===== config.mk =====
export PLATFORM = sky130hd
export DESIGN_NAME = delay_correlation_accumulator
export DESIGN_NICKNAME = d
export VERILOG_FILES = /design/src/rtl/ofdm_rx_pkg.sv /design/src/rtl/corr_window_buffer.sv /design/src/rtl/delay_correlation_accumulator.sv
export SDC_FILE = /design/constraint.sdc
export NUM_CORES = 1
export LEC_CHECK = 0
export ABC_AREA = 1
export CORE_ASPECT_RATIO = 1.1
export CORE_MARGIN = 2
export CORE_UTILIZATION = 45
export CTS_CLUSTER_SIZE = 25
export DETAILED_ROUTE_END_ITERATION = 8
export PLACE_DENSITY_LB_ADDON = 0.3
export SLEW_MARGIN = 20
export SYNTH_ARGS = -nofsm -noshare
export SYNTH_HDL_FRONTEND = slang
export SYNTH_SLANG_ARGS = --single-unit

===== constraint.sdc =====
create_clock -name Clk -period 9.8 [get_ports Clk]
set_input_delay 1.96 -clock Clk [delete_from_list [all_inputs] [get_ports Clk]]
set_output_delay 1.96 -clock Clk [all_outputs]
set_load 0.05 [all_outputs]

===== src/rtl/ofdm_rx_pkg.sv =====
// rtl/ofdm_rx_pkg.sv - shared OFDM RX packet-detection constants and helpers
package ofdm_rx_pkg;

  localparam int Q312_W     = 16;
  localparam int STS_PERIOD = 16;

  function automatic logic [31:0] abs_val(input logic signed [31:0] v);
    return (v < 0) ? -v : v;
  endfunction

endpackage


===== src/rtl/corr_window_buffer.sv =====
// rtl/corr_window_buffer.sv - circular window of the last WIN_LEN correlation products
module corr_window_buffer
  import ofdm_rx_pkg::*;
#(
  parameter int WIN_LEN = STS_PERIOD,
  parameter int IN_W    = Q312_W
) (
  input  logic                   Clk,
  input  logic                   Rst_n,
  input  logic                   clear,
  input  logic                   wr_en,
  input  logic signed [IN_W-1:0] wr_re,
  input  logic signed [IN_W-1:0] wr_im,
  output logic signed [IN_W-1:0] oldest_re,
  output logic signed [IN_W-1:0] oldest_im,
  output logic                   window_full
);

  localparam int PTR_W = $clog2(WIN_LEN);

  logic signed [IN_W-1:0] mem_re [WIN_LEN];
  logic signed [IN_W-1:0] mem_im [WIN_LEN];
  logic [PTR_W-1:0]       ptr;
  logic [PTR_W:0]         fill;

  assign window_full = (fill == (PTR_W+1)'(WIN_LEN));

  // Slots not rewritten since the last flush read as zero, so Clear needs no RAM sweep.
  assign oldest_re = window_full ? mem_re[ptr] : '0;
  assign oldest_im = window_full ? mem_im[ptr] : '0;

  always_ff @(posedge Clk or negedge Rst_n) begin
    if (!Rst_n) begin
      ptr  <= '0;
      fill <= '0;
      for (int i = 0; i < WIN_LEN; i++) begin
        mem_re[i] <= '0;
        mem_im[i] <= '0;
      end
    end else if (clear) begin
      ptr  <= '0;
      fill <= '0;
    end else if (wr_en) begin
      mem_re[ptr] <= wr_re;
      mem_im[ptr] <= wr_im;
      ptr         <= ptr + PTR_W'(1);
      if (!window_full) fill <= fill + (PTR_W+1)'(1);
    end
  end

endmodule


===== src/rtl/delay_correlation_accumulator.sv =====
// rtl/delay_correlation_accumulator.sv - sliding-window correlation sum, metric and plateau detector
// CORR_MAG_MAXMIN_EN selects the alpha-max-beta-min metric instead of |Re|+|Im|.
module delay_correlation_accumulator
  import ofdm_rx_pkg::*;
#(
  parameter  int WIN_LEN     = STS_PERIOD,
  parameter  int IN_W        = Q312_W,
  parameter  int PLATEAU_LEN = 32,
  localparam int SUM_W       = IN_W + $clog2(WIN_LEN),
  localparam int MET_W       = SUM_W + 1
) (
  input  logic                    Clk,
  input  logic                    Rst_n,
  input  logic                    Clear,
  input  logic                    InputEnable,
  input  logic signed [IN_W-1:0]  DataInRe,
  input  logic signed [IN_W-1:0]  DataInIm,
  input  logic [MET_W-1:0]        Threshold,
  output logic                    OutputEnable,
  output logic signed [SUM_W-1:0] DataOutRe,
  output logic signed [SUM_W-1:0] DataOutIm,
  output logic [MET_W-1:0]        Metric,
  output logic                    Detected
);

  logic signed [IN_W-1:0]  oldest_re;
  logic signed [IN_W-1:0]  oldest_im;
  logic                    window_full;
  logic                    accept;
  logic signed [SUM_W-1:0] sum_re;
  logic signed [SUM_W-1:0] sum_im;
  logic                    s1_valid;

  assign accept = InputEnable & ~Clear;

  corr_window_buffer #(
    .WIN_LEN (WIN_LEN),
    .IN_W    (IN_W)
  ) u_window (
    .Clk         (Clk),
    .Rst_n       (Rst_n),
    .clear       (Clear),
    .wr_en       (accept),
    .wr_re       (DataInRe),
    .wr_im       (DataInIm),
    .oldest_re   (oldest_re),
    .oldest_im   (oldest_im),
    .window_full (window_full)
  );

  always_ff @(posedge Clk or negedge Rst_n) begin
    if (!Rst_n) begin
      sum_re   <= '0;
      sum_im   <= '0;
      s1_valid <= 1'b0;
    end else if (Clear) begin
      sum_re   <= '0;
      sum_im   <= '0;
      s1_valid <= 1'b0;
    end else begin
      s1_valid <= InputEnable;
      if (InputEnable) begin
        sum_re <= sum_re + SUM_W'(DataInRe) - SUM_W'(oldest_re);
        sum_im <= sum_im + SUM_W'(DataInIm) - SUM_W'(oldest_im);
      end
    end
  end

  logic [31:0]       abs_re_full;
  logic [31:0]       abs_im_full;
  logic [SUM_W-1:0]  mag_re;
  logic [SUM_W-1:0]  mag_im;
  logic [MET_W-1:0]  metric_next;
  logic              unused_abs_msbs;

  assign abs_re_full     = abs_val(32'(sum_re));
  assign abs_im_full     = abs_val(32'(sum_im));
  assign mag_re          = abs_re_full[SUM_W-1:0];
  assign mag_im          = abs_im_full[SUM_W-1:0];
  assign unused_abs_msbs = ^{abs_re_full[31:SUM_W], abs_im_full[31:SUM_W]};

`ifdef CORR_MAG_MAXMIN_EN
  logic [SUM_W-1:0] mag_max;
  logic [SUM_W-1:0] mag_min;
  assign mag_max     = (mag_re >= mag_im) ? mag_re : mag_im;
  assign mag_min     = (mag_re >= mag_im) ? mag_im : mag_re;
  assign metric_next = {1'b0, mag_max} + {2'b00, mag_min[SUM_W-1:1]};
`else
  assign metric_next = {1'b0, mag_re} + {1'b0, mag_im};
`endif

  // window_full still reflects the sample now in stage 2; a concurrent new sample lands next edge.
  logic [7:0] plateau_cnt;
  logic [7:0] plateau_max;
  logic       qualifies;

  assign plateau_max = 8'(PLATEAU_LEN);
  assign qualifies   = window_full && (metric_next >= Threshold);

  always_ff @(posedge Clk or negedge Rst_n) begin
    if (!Rst_n) begin
      OutputEnable <= 1'b0;
      DataOutRe    <= '0;
      DataOutIm    <= '0;
      Metric       <= '0;
      Detected     <= 1'b0;
      plateau_cnt  <= '0;
    end else if (Clear || !s1_valid) begin
      OutputEnable <= 1'b0;
      DataOutRe    <= '0;
      DataOutIm    <= '0;
      Metric       <= '0;
      Detected     <= 1'b0;
      if (Clear) plateau_cnt <= '0;
    end else begin
      OutputEnable <= 1'b1;
      DataOutRe    <= sum_re;
      DataOutIm    <= sum_im;
      Metric       <= metric_next;
      if (!qualifies) begin
        plateau_cnt <= '0;
        Detected    <= 1'b0;
      end else if (plateau_cnt != plateau_max) begin
        plateau_cnt <= plateau_cnt + 8'd1;
        Detected    <= (plateau_cnt == plateau_max - 8'd1);
      end else begin
        Detected    <= 1'b0;
      end
    end
  end

endmodule


==> results of run 1 <==
## kinds of logic after synthesis
group,synth area share (%)
AOI/OAI and AO/OA,20.3
and+or+nand+nor,15.9
buffers and inverters,9.43
DFF,47.2
adders and majority gates,5.79
xor gates and xnor gates,1.41
## sequential cells by signal, indices dropped and copies added, names as in the netlist, 4 cells and up
signal	flops
DataOutIm	20
DataOutRe	20
Metric	21
plateau_cnt	8
sum_im	20
sum_re	20
u_window.fill	5
u_window.mem_im	256
u_window.mem_re	256
u_window.ptr	4
## metrics by stage
stage | hold slack, ns | setup slack, ns | cell area (µm²) | std cells
global placement | 0.459 | 4.23 | 35200 | 5133
CTS | 0.482 | 4.19 | 37500 | 5254
global route | 0.495 | 3.55 | 37500 | 5256
detailed placement | 0.468 | 4.26 | 35200 | 5133
finish | 0.477 | 4.11 | 37500 | 5256
floorplan | 0.448 | 5.29 | 33600 | 4260
## critical path: cells and delay by family, from the launching register on
| kind | cells | cell delay [ns] |
|---|---|---|
| buffers and inverters | 4 | 1.75 |
| adder cells (fa/ha/maj) | 2 | 0.80 |
| AO/OA/AOI/OAI | 5 | 1.05 |
| AND/OR/NAND/NOR | 8 | 0.89 |
| flip-flops | 1 | 1.10 |
## cells in the final DEF (no fill, tap or decap), types with 3 or more instances in the layout
cell	n
o21ai_0	684
a21boi_0	3
inv_1	509
o21ai_1	38
xor2_1	50
nor2_4	13
clkinv_1	32
nand2_1	837
clkbuf_16	72
xnor2_1	4
fa_1	39
o31a_1	21
nand2_2	8
bufinv_16	5
a21o_1	6
nor2_1	309
o21bai_1	10
buf_4	34
inv_2	10
a31oi_1	4
a21oi_1	551
clkinv_2	9
dfrtp_1	631
nand3_1	76
nor3_1	12
clkbuf_8	15
nor3b_1	9
nor4_1	3
and2_1	8
ha_1	93
nand4_1	28
o22ai_1	8
clkdlybuf4s50_1	118
clkbuf_1	15
## routing by layer
layer  routed length, µm  up-vias  global-route usage, %
li1                    -    13700                      -
met1               42100    13600                   34.3
met2               48700      884                   44.8
met3                6220      188                   3.69
met4                2940        2                   9.13
met5                  13        -                      0
## cell type report
type,count,area share (%)
antenna,2,0.0133
clock buffer,102,5.50
clock inverter,19,0.684
inverter,553,5.55
multi-input combinational,2829,38.8
sequential,633,42.2
tap,963,3.21
timing repair buffer,155,3.97
## power groups by stage
stage / Sequential, mW / Combinational [mW] / Clock, mW
after floorplan: 3.15 / 2.25 / 0
after global placement: 3.12 / 3.14 / 0
after detailed placement: 3.13 / 3.17 / 0
after CTS: 3.08 / 3.19 / 2.75
after global routing: 3.11 / 3.65 / 2.85
final: 3.09 / 3.20 / 2.70
## path summary, 6_finish.rpt
check,start,to,slack [ns],depth (start not counted)
min in group asynchronous,Rst_n,u_window.mem_re[25],1.35,1
max in group asynchronous,Rst_n,u_window.mem_im[187],6.33,3
max reg2reg,u_window.ptr[0],sum_im[13],4.11,19
max,u_window.ptr[0],sum_im[13],4.11,19
min reg2reg,u_window.mem_re[205],u_window.mem_re[205],0.48,2
min,u_window.mem_re[205],u_window.mem_re[205],0.48,2
==> flow_summary.ini, run 1 <==
[outcome]
outcome = complete, no violations

[power]
p_leak_nw = 18.1
p_sw_share_pct = 38.0
irDropWorstVdd_uv = 145
p_seq_share_pct = 34.3
p_sw_mw = 3.41
power_mw = 8.99
p_int_mw = 5.58
power_density_nw_per_um2 = 240
pwr-share-clk_pct = 30.0
p_comb_share_pct = 35.6

[worst_setup_path]
critPathCaptureType = register
required_ns = 10.34
crit_type = register to register
max_stage_delay_ns = 1.10
path_cells = buf_4 > buf_4 > a21oi_1 > o21ai_0 > nand2_1 > nand2_1 > nor3b_1 > a21oi_1 > fa_1 > inv_1 > ha_1 > nand3_1 > nand2_1 > inv_1 > o21ai_0 > nand3_1 > nand3_1 > nand2_1 > o21ai_0
slowest_stage = dfrtp_4
arrival_ns = 6.24
start_kind = register
critPathMostFrequentCell = nand2_1
path_max_fanout = 94

[synth]
synth_flop_cell = dfrtp_1
synth_edf_count = 0
synth_fp_nets = 4449
synthCells = 4260
yosys-top-cells-area = dfrtp_1 47%, o21ai_0 10%, nand2_1 9.4%
synth.top_cell.area_share_pct = 47.2
synth_largest_area_cell = dfrtp_1
yosys-top-cells-count = 837 x nand2_1, 684 x o21ai_0, 633 x dfrtp_1
yosysMostFrequentCell = nand2_1
synth_seq_area_share_pct = 47.2
synthArstFlopShare_pct = 100
ys_ff_latch = 633
avgSynthCellArea_um2 = 7.88
ys_types = 43
synth_area_um2 = 33600
yosysWarnings = 0

[grt]
grt_pass1_vias = 27500
grt_first_pass_wirelength_mm = 158
track_usage_pct = 26.3
overflow = 0
antenna_found_initial = 3
grt_start_max_net_pins = 156

[timing]
fmax_mhz = 176
hold_violations = 0
setup_violations = 0
timing.slew.headroom_pct = 26.9
min_period_ns = 5.69
rsz0062_at_grt = false
final.setup.tns_ns = 0
drv_slew = 0
tightest_slew_ns = 1.10
finalCritPeriodShare_pct = 58.1
fin_skew_ns = 0.0297

[floorplanning]
start_util_pct = 45.2
fp.dieH_um = 290
pin_count = 120
core-area_um2 = 74200
rows = 105
die_w_um = 264
die_area_um2 = 76800

[cts]
path_clk_slew_ns = 0.07
cts_root_buffer = clkbuf_16
cts_sinks = 633
cts_buffers = 70
cts.path.max_buffers = 3
cts_resized = 0
htree_levels = 3
clock_latency_ns = 0.63
cts-hold-fix-buffers = 0
cts_tree = done
postCtsSetupBuffers = 0

[final_layout]
final_util_pct = 50.6
multi_input_area_um2 = 14600
syn_to_final_growth_pct = 11.8
n_fill_cell = 7091
seq_area_um2 = 15800
layout-drive-gt1-share_pct = 4.26
final_nets = 4431

[drt]
antenna_left = 0
drc_errors = 0
totalWireLength_mm = 100
drtPass1Iterations = 5
drt-initial-drc-count = 2531
wl_per_cell_um = 19.0
via_per_inst = 5.40
dr_total_vias = 28400

[place]
gp_congestion = 0.917
hpwl_mm = 62.2
io_buffers = 119

[hold_path]
worst_hold_path_type = register to register

[job]
maxCapViolations = 0
(Power assumes the default switching activity.)
==> run 2: changes to the inputs <==
clock period = 4.9 ns   (was 9.8 ns; I/O delays follow)
==> run 2 against run 1 <==
  * Worst hold slack worse by 0.030 ns
  * Total power increased by 100%
  * Design area up 2.6%
  * Die area unchanged
  * Via count rose by 0.88%
  * Sequential power rose by 99%
  * Utilization rose by 1.3 points
  * Critical path type unchanged
==> flow_summary.ini, run 2 (synthesis results as in run 1) <==
[worst_setup_path]
crit_family = simple AND/OR/NAND/NOR gates
critPathCaptureType = register
arrival_ns = 5.01
path_max_fanout = 7
critPathBufInv = 3
worstReg2RegEnd = plateau_cnt[2]
slowest_stage = ha_2
regToRegStartpoint = sum_im[0]
max_stage_delay_ns = 0.40
required_ns = 5.44
reg2reg_setup_slack_ns = 0.43
critPathMostFrequentCell = nand2_1
ff2ff_path_depth = 28
start_kind = register
crit_type = register to register

[grt]
antenna_found_initial = 3
track_usage_pct = 26.7
grt_start_max_net_pins = 130
overflow = 0
grt_pass1_vias = 27700
grt_first_pass_wirelength_mm = 160

[final_layout]
reg_top3 = u_window.mem_im (256), u_window.mem_re (256), Metric (21)
fin_area_um2 = 38500
final_common_cell = nand2_1
final_nets = 4504
instances_no_fill = 5337
syn_to_final_growth_pct = 14.7
layout_common_cells = 836 x nand2_1, 684 x o21ai_0, 631 x dfrtp_1
layout-drive-gt1-share_pct = 6.22

[cts]
path_clk_slew_ns = 0.06
cts.path.max_buffers = 3
cts-hold-fix-buffers = 0
cts_buffers = 72
cts_root_buffer = clkbuf_16
cts_sinks = 633
htree_levels = 3
cts_tree = done
clock_latency_ns = 0.65

[timing]
setup_violations = 0
tightest_slew_ns = 1.01
drv_slew = 0
fin_skew_ns = 0.0417
hold_violations = 0
min_period_ns = 4.47
finalCritPeriodShare_pct = 91.2
fmax_mhz = 224
timing.slew.headroom_pct = 32.4
fin_hold_ws_ns = 0.447

[place]
dp.cells = 5203
dpl_cell_area_um2 = 36000
gp_congestion = 0.944
io_buffers = 119
hpwl_mm = 67.6

[drt]
dr_total_vias = 28600
totalWireLength_mm = 101
wl_per_cell_um = 19.0
drtPass1Iterations = 6
via_per_inst = 5.36
antenna_left = 0
drc_errors = 0
drt-initial-drc-count = 2809

[hold_path]
worst_hold_path_type = primary input to async pin

[power]
power_density_nw_per_um2 = 475
irDropWorstVdd_uv = 294
p_leak_nw = 18.6
power_mw = 18.3

[floorplanning]
start_util_pct = 45.2
die_area_um2 = 76800
pin_count = 120
rows = 105
core-area_um2 = 74200
die_w_um = 264
fp.dieH_um = 290

[job]
maxCapViolations = 0

[outcome]
outcome = complete, no violations
==> run 2: cell count changes in the layout (fill, tap and decap cells not counted), sizes merged <==
cell / previous run / this run
bufinv: 5 / 4
clkinv: 43 / 46
buf: 37 / 108
clkbuf: 102 / 109
inv: 523 / 524
==> run 2: cell type report <==
cell class	instances	area (µm²)
fill	6988	35700
tap	963	1200
inverter	553	2080
clock buffer	109	2200
multi-input combinational	2829	14600
sequential	633	15800
clock inverter	22	275
timing repair buffer	226	2300
antenna	2	5.00
==> run 2: worst reg2reg max path, delay by kind of cell (launching register included) <==
family                   cells  cell delay [ns]
XOR/XNOR                     2             0.35
flip-flops                   1             0.38
adder cells (fa/ha/maj)      3             0.88
AND/OR/NAND/NOR             18             2.01
buffers and inverters        3             0.37
AO/OA/AOI/OAI                2             0.36
==> run 2: per-stage QoR <==
step / util [%] / TNS, ns / worst slack (ns)
2_1_floorplan: - / 0 / 1.14
3_5_place_dp: 48.5 / 0 / 0.313
3_3_place_gp: 48.5 / 0 / 0.375
4_1_cts: 51.8 / 0 / 0.253
6_report: 51.9 / 0 / 0.430
5_1_grt: 51.9 / -0.0305 / -0.0252
==> run 2: repair_timing <==
action                                  in CTS  in global routing
gates resized for setup                      0                  6
buffers inserted                             0                  1
endpoints found under the setup margin       0                  9
==> run 2: routing by layer <==
metal | GRT usage (%) | part of all wire (%) | vias up
met1 | 36.2 | 44 | 13600
met5 | 0 | 0.013 | -
met4 | 10.8 | 3.6 | 2
met2 | 42.6 | 46 | 903
met3 | 4.27 | 6.5 | 180
li1 | - | - | 13900
==> run 2: worst max-delay path by stage <==
stage | startpoint | to | slack [ns] | cells past startpoint
2_1_floorplan | sum_im[1] | Detected | 1.14 | 27
3_3_place_gp | sum_im[1] | Detected | 0.38 | 27
3_5_place_dp | sum_im[1] | plateau_cnt[6] | 0.31 | 27
4_1_cts | sum_im[1] | plateau_cnt[2] | 0.25 | 27
5_1_grt | sum_im[0] | Detected | -0.03 | 28
6_report | sum_im[0] | plateau_cnt[2] | 0.43 | 28
==> run 2: power by group <==
| group | total [mW] | internal [mW] | switching, mW |
|---|---|---|---|
| Clock | 5.63 | 3.33 | 2.29 |
| Sequential | 6.15 | 5.81 | 0.339 |
| Combinational | 6.51 | 2.23 | 4.28 |
